`config.mk`:
```
export PLATFORM = sky130hd
export DESIGN_NAME = fadd_sub_norm_round
export DESIGN_NICKNAME = d
export VERILOG_FILES = /design/src/rtl/fadd_sub_norm_round.sv
export SDC_FILE = /design/constraint.sdc
export NUM_CORES = 1
export LEC_CHECK = 0
export CORE_AREA = 2 2 212 193
export CTS_CLUSTER_DIAMETER = 200
export DETAILED_ROUTE_END_ITERATION = 16
export DIE_AREA = 0 0 214 195
export HOLD_SLACK_MARGIN = 0.08
export PLACE_DENSITY = 0.72
export SKIP_LAST_GASP = 1
export SYNTH_ARGS = -nofsm -noshare
export SYNTH_HDL_FRONTEND = slang
export SYNTH_SLANG_ARGS = --single-unit
```
`constraint.sdc`:
```
create_clock -name clk -period 14.25 [get_ports clk]
set_clock_uncertainty 0.05 [all_clocks]
set_input_delay 4.275 -clock clk [delete_from_list [all_inputs] [get_ports clk]]
set_output_delay 4.275 -clock clk [all_outputs]
set_load 0.01 [all_outputs]
```
`src/rtl/fadd_sub_norm_round.sv`:
```
// Binary32 FADD/FSUB back half: magnitude add, normalize, round, pack.
// Ports: valid/ready in, aligned mantissas + flags + rm; result/fflags out.
module fadd_sub_norm_round (
  input  logic        clk,
  input  logic        reset,
  input  logic        in_valid,
  output logic        in_ready,
  input  logic        sign1,
  input  logic        sign2,
  input  logic [7:0]  exp_res,
  input  logic [47:0] mantissa1_aligned,
  input  logic [47:0] mantissa2_aligned,
  input  logic        NaN,
  input  logic        inf1,
  input  logic        inf2,
  input  logic        res_zero,
  input  logic [2:0]  rm,
  output logic        out_valid,
  input  logic        out_ready,
  output logic [31:0] result,
  output logic [4:0]  fflags
);

  localparam logic [2:0] RNE = 3'd0;
  localparam logic [2:0] RTZ = 3'd1;
  localparam logic [2:0] RDN = 3'd2;
  localparam logic [2:0] RUP = 3'd3;
  localparam logic [2:0] RMM = 3'd4;

  typedef struct packed {
    logic       nan;
    logic       inf1;
    logic       inf2;
    logic       s1;
    logic       s2;
    logic       rz;
    logic [2:0] rm;
  } spec_t;

  typedef struct packed {
    spec_t       sp;
    logic        sgn;
    logic [48:0] sum;
    logic [7:0]  eeff;
  } s1_t;

  typedef struct packed {
    spec_t       sp;
    logic        sgn;
    logic [47:0] n;
    logic        sticky;
    logic [8:0]  efld;
  } s2_t;

  typedef struct packed {
    spec_t       sp;
    logic        sgn;
    logic [8:0]  efld;
    logic [22:0] frac;
    logic        nx;
    logic        uf;
  } s3_t;

  logic        en;
  logic        v1_q, v2_q, v3_q, ov_q;
  s1_t         s1_q, s1_d;
  s2_t         s2_q, s2_d;
  s3_t         s3_q, s3_d;
  logic [31:0] res_q, res_d;
  logic [4:0]  ff_q, ff_d;

  assign en        = !ov_q || out_ready;
  assign in_ready  = en;
  assign out_valid = ov_q;
  assign result    = res_q;
  assign fflags    = ff_q;

  // S1: signed-magnitude add
  always_comb begin
    logic [48:0] a;
    logic [48:0] b;
    a = {1'b0, mantissa1_aligned};
    b = {1'b0, mantissa2_aligned};
    s1_d = '0;
    s1_d.sp.nan  = NaN;
    s1_d.sp.inf1 = inf1;
    s1_d.sp.inf2 = inf2;
    s1_d.sp.s1   = sign1;
    s1_d.sp.s2   = sign2;
    s1_d.sp.rz   = res_zero;
    s1_d.sp.rm   = (rm > RMM) ? RNE : rm;
    s1_d.eeff    = (exp_res == 8'd0) ? 8'd1 : exp_res;
    if (sign1 == sign2) begin
      s1_d.sum = a + b;
      s1_d.sgn = sign1;
    end else if (a > b) begin
      s1_d.sum = a - b;
      s1_d.sgn = sign1;
    end else if (b > a) begin
      s1_d.sum = b - a;
      s1_d.sgn = sign2;
    end else begin
      s1_d.sum = '0;
      s1_d.sgn = (s1_d.sp.rm == RDN);
    end
  end

  // S2: normalize; left shift capped so the exponent never drops below 1
  always_comb begin
    logic [5:0] lz;
    logic [7:0] lim;
    logic [7:0] sh;
    logic [8:0] e;
    lz = 6'd48;
    for (int i = 0; i < 48; i++) begin
      if (s1_q.sum[i]) lz = 6'(47 - i);
    end
    lim = s1_q.eeff - 8'd1;
    sh  = ({2'b0, lz} < lim) ? {2'b0, lz} : lim;
    s2_d     = '0;
    s2_d.sp  = s1_q.sp;
    s2_d.sgn = s1_q.sgn;
    if (s1_q.sum[48]) begin
      s2_d.n      = s1_q.sum[48:1];
      s2_d.sticky = s1_q.sum[0];
      e           = {1'b0, s1_q.eeff} + 9'd1;
    end else begin
      s2_d.n      = s1_q.sum[47:0] << sh;
      s2_d.sticky = 1'b0;
      e           = {1'b0, s1_q.eeff} - {1'b0, sh};
    end
    s2_d.efld = s2_d.n[47] ? e : 9'd0;
  end

  // S3: round
  always_comb begin
    logic [23:0] sig;
    logic        g, r, s, inc;
    logic [24:0] rs;
    sig = s2_q.n[47:24];
    g   = s2_q.n[23];
    r   = s2_q.n[22];
    s   = (|s2_q.n[21:0]) | s2_q.sticky;
    inc = 1'b0;
    case (s2_q.sp.rm)
      RNE:     inc = g & (r | s | sig[0]);
      RTZ:     inc = 1'b0;
      RDN:     inc = s2_q.sgn & (g | r | s);
      RUP:     inc = !s2_q.sgn & (g | r | s);
      RMM:     inc = g;
      default: inc = g & (r | s | sig[0]);
    endcase
    rs = {1'b0, sig} + {24'd0, inc};
    s3_d     = '0;
    s3_d.sp  = s2_q.sp;
    s3_d.sgn = s2_q.sgn;
    s3_d.nx  = g | r | s;
    s3_d.uf  = (s2_q.efld == 9'd0) & s3_d.nx;
    if (s2_q.efld == 9'd0) begin
      // subnormal carrying into bit 23 becomes the smallest normal
      s3_d.efld = {8'd0, rs[23]};
      s3_d.frac = rs[22:0];
    end else if (rs[24]) begin
      s3_d.efld = s2_q.efld + 9'd1;
      s3_d.frac = '0;
    end else begin
      s3_d.efld = s2_q.efld;
      s3_d.frac = rs[22:0];
    end
  end

  // Pack: overflow and special-case selection
  always_comb begin
    logic  of;
    logic  to_inf;
    spec_t sp;
    sp     = s3_q.sp;
    of     = s3_q.efld >= 9'd255;
    to_inf = (sp.rm == RNE) || (sp.rm == RMM) ||
             ((sp.rm == RUP) && !s3_q.sgn) ||
             ((sp.rm == RDN) && s3_q.sgn);
    res_d  = {s3_q.sgn, s3_q.efld[7:0], s3_q.frac};
    ff_d   = {3'b000, s3_q.uf, s3_q.nx};
    if (sp.nan) begin
      res_d = 32'h7FC0_0000;
      ff_d  = 5'b00000;
    end else if (sp.inf1 && sp.inf2 && (sp.s1 != sp.s2)) begin
      res_d = 32'h7FC0_0000;
      ff_d  = 5'b10000;
    end else if (sp.inf1) begin
      res_d = {sp.s1, 31'h7F80_0000};
      ff_d  = 5'b00000;
    end else if (sp.inf2) begin
      res_d = {sp.s2, 31'h7F80_0000};
      ff_d  = 5'b00000;
    end else if (sp.rz) begin
      res_d = {sp.rm == RDN, 31'd0};
      ff_d  = 5'b00000;
    end else if (of) begin
      res_d = to_inf ? {s3_q.sgn, 31'h7F80_0000}
                     : {s3_q.sgn, 31'h7F7F_FFFF};
      ff_d  = 5'b00101;
    end
  end

  always_ff @(posedge clk) begin
    if (reset) begin
      v1_q  <= 1'b0;
      v2_q  <= 1'b0;
      v3_q  <= 1'b0;
      ov_q  <= 1'b0;
      res_q <= '0;
      ff_q  <= '0;
    end else if (en) begin
      v1_q <= in_valid;
      v2_q <= v1_q;
      v3_q <= v2_q;
      ov_q <= v3_q;
      s1_q <= s1_d;
      s2_q <= s2_d;
      s3_q <= s3_d;
      if (v3_q) begin
        res_q <= res_d;
        ff_q  <= ff_d;
      end
    end
  end

endmodule

```
==> summary.md <==
| Metric | Value |
|---|---|
| Area Growth Syn to Fin | 11.85% |
| Hold path startpoint | s1_q[63] |
| Nets | 2937 |
| Reg2Reg Depth | 29 |
| Clk sinks | 219 |
| # rows | 69 |
| Die height | 195 um |
| Commonest non-fill, non-tap cells in the layout | 248 x a21oi_1, 235 x nor2_1, 190 x nand2_1, 180 x inv_1, 179 x edfxtp_1 |
| Post-synth EDFFs | 179 |
| Ranking of synthesized cells by area | edfxtp_1 25%, ha_1 9.5%, a21oi_1 5.8%, nor2_1 4.1%, mux2i_1 3.8% |
| Clk_lat worst skew | 560 ps |
| Post-cts resize count | 0 |
| Routed vias | 21630 |
| Worst Max-Slew Pin Slew | 1188 ps |
| DP HPWL | 58.44 mm |
| Largest family of logic cells by synthesized area | compound AO/OA/AOI/OAI gates |
| Post-CTS Hold Fix Bufs | 0 |
| Async set-reset flop share out of synthesis | 0% |
| Cts bufs inserted | 23 |
| Share of layout cells above drive strength 1 | 5.506% |
| Max-slew headroom | 20.49% |
| Post-synthesis sequential area ratio | 28.73% |
| Outcome | completed |
| Syn_nets | 2883 |
| Max-cap violations | 0 |
| Cell count after synthesis | 2599 |
| R2R Setup Slk | 6490 ps |
| Leakage Power | 0.009698 uW |
| Drt first pass iters | 6 |
| Synthesized flop and latch total | 219 |
| Synth top area share | 25.00% |
| Port bufs | 154 |
| Post-Syn Area | 21500 um2 |
| DRT Wirelength | 77.71 mm |
| Design Area, Final | 24040 um2 |
| CP most frequent cell | clkdlybuf4s50_1 |
| Io pins | 156 |
| Worst Path Required | 9930 ps |
| Synth Flop Type | edfxtp_1 |
| Mux contribution to synthesized area | 5.279% |
| Compound-Gate Fraction of Synth Area | 29.75% |
| Initial Utilization | 54.73% |
| Dpl ws | 4289 ps |
| DRT iter0 DRCs | 2832 |
| Final ANT Viol Nets | 0 |
| CP Data Arrival Time | 5640 ps |
| Achievable Freq | 100.4 MHz |
| Simple logic cell fraction of the synthesized area | 16.22% |
| Clk buf depth | 3 |
| Die width | 214 um |
| Clock tree from TritonCTS | done |
| R2r startpoint | s1_q[8] |
| Postcts setup bufs | 0 |
| Setup TNS | 0 ps |
| Diode count | 0 |
| Worst path cell trace | clkdlybuf4s50_1, nand2b_1, clkdlybuf4s50_1 |
| Core ar. | 39280 um2 |
| Final min period | 9962 ps |
| Mean post-synth cell area | 8.271 um2 |
| Crit path kind | input pin to primary output |
| Cell Area, Placed | 23330 um2 |
| Cell taking the most area after synthesis | edfxtp_1 |
| Hold Path Depth | 0 |
| RSZ-0062 raised after global routing | no |
| Synth Area in Adders | 9.860% |
| Initial antenna violation count | 1 |
| Commonest non-fill, non-tap cell in the layout | a21oi_1 |
| Max rail drop VDD | 0.1078 mV |
| Root Buffer | clkbuf_16 |
| Top Layer Used | met5 |
| Vias in the first global route | 20710 |
| Routed len/inst | 24.27 um |
| Largest net degree at the start of global routing | 180 |
| Die ar. | 41730 um2 |
| P per Cell Area | 106.2 nW/um2 |
| CP Max Fanout | 9 |
| Congestion Overflow GR | 0 |
| CP peak stage delay | 610 ps |
| Placed cell count | 3160 |
| CP Capture Type | primary output |
| Xor/xnor share of the synthesized area | 3.667% |
| Clock transition at path regs | 60 ps |
| Cell Count, Final, Fillers Out | 3202 |
| Count of final hold-check violations | 0 |
| R2R Path End | s2_q[8] |
| Via-to-Cell Ratio | 6.755 |
| GRT Util Overall | 35.84% |
| GPL Wtd Cong | 1.011 |
| Final setup margin | 4289 ps |
| H-tree depth | 1 |
| Metal3 WL | 6.798 mm |
| WL met1 | 31.55 mm |
| Startpoint Class | input pin |
| Period utilisation layout | 69.91% |
| Worst Hold End | s2_q[64] |
| Hold Crit Class | flip-flop to flip-flop |
| Count of final setup violators | 0 |
| Fillers | 3431 |
| Yosys warns | 0 |
| First-pass GRT wire length | 118.8 mm |
| DRC | 0 |
| Met2 routed WL | 35.48 mm |
| Number of library cell types mapped by synthesis | 102 |
| Slowest cell on the critical path | clkdlybuf4s50_1 |
| Max Slew Vio Count | 0 |
==> sequential cells by signal (all words and copies together), names as in the netlist <==
register	flops
s1_q	67
v2_q	1
v1_q	1
result	32
s3_q	44
fflags	4
out_valid	1
s2_q	68
v3_q	1
==> how the worst max path moves through the flow <==
stage	startpoint	endpoint	slack [ps]	cells after the start
after detailed placement	out_ready	in_ready	4290	3
after floorplan	out_ready	s1_q[0]	840	3
after CTS	out_ready	in_ready	4290	3
after global routing	out_ready	in_ready	4220	3
after global placement	out_ready	in_ready	4320	3
final	out_ready	in_ready	4290	3
==> per-stage QoR <==
stage	hold slack (ps)	power [uW]	util, %
3_5_place_dp	354.5	1937	59.38
6_report	370.7	2554	61.21
3_3_place_gp	352.6	1926	59.38
5_1_grt	374.5	2660	61.21
2_1_floorplan	350.3	1586	-
4_1_cts	370.7	2517	61.21
==> critical path: cells and delay by family <==
kind / cells / cell delay, ps
and+or+nand+nor: 1 / 310
buffers and inverters: 2 / 1050
==> cells in the mapped netlist, types with 32 or more instances <==
| cell | instances |
|---|---|
| nor3_1 | 64 |
| ha_1 | 163 |
| o21bai_1 | 56 |
| a21oi_1 | 248 |
| nand2_1 | 190 |
| nand3_1 | 61 |
| mux2i_1 | 82 |
| o21ai_0 | 138 |
| xnor2_1 | 63 |
| o22ai_1 | 44 |
| nor2_1 | 235 |
| a211oi_1 | 32 |
| edfxtp_1 | 179 |
| clkbuf_1 | 109 |
| dfxtp_1 | 40 |
| inv_1 | 180 |
| a21o_1 | 61 |
==> cells by family after synthesis <==
kind of cell             after synthesis
AO/OA/AOI/OAI                        933
AND/OR/NAND/NOR                      742
buffers and inverters                340
flip-flops                           219
adder cells (fa/ha/maj)              167
multiplexers                         107
XOR/XNOR                              90
other                                  1
==> cell type report <==
cell class                      instances  area [um2]  area share (%)
Multi-Input combinational cell       2040       14010           58.26
Sequential cell                       219        6176           25.69
Timing Repair Buffer                  184        1779           7.400
Inverter                              185       696.9           2.898
Tap cell                              532       665.6           2.768
Clock buffer                           25       583.1           2.425
Clock inverter                         17       135.1          0.5620
==> power by group <==
part           switching [uW]  internal, uW  total [uW]  leakage, uW
Sequential                104           806         910      0.00209
Combinational             674           390        1060      0.00726
Clock                     262           318         580     0.000350
==> routing by layer <==
metal / track usage [%] / vias up
met5: 0 / -
met2: 58.98 / 1271
met1: 46.82 / 10320
li1: - / 9779
met4: 16.32 / 2
met3: 5.171 / 254
Power figures use the tool's default switching activity.
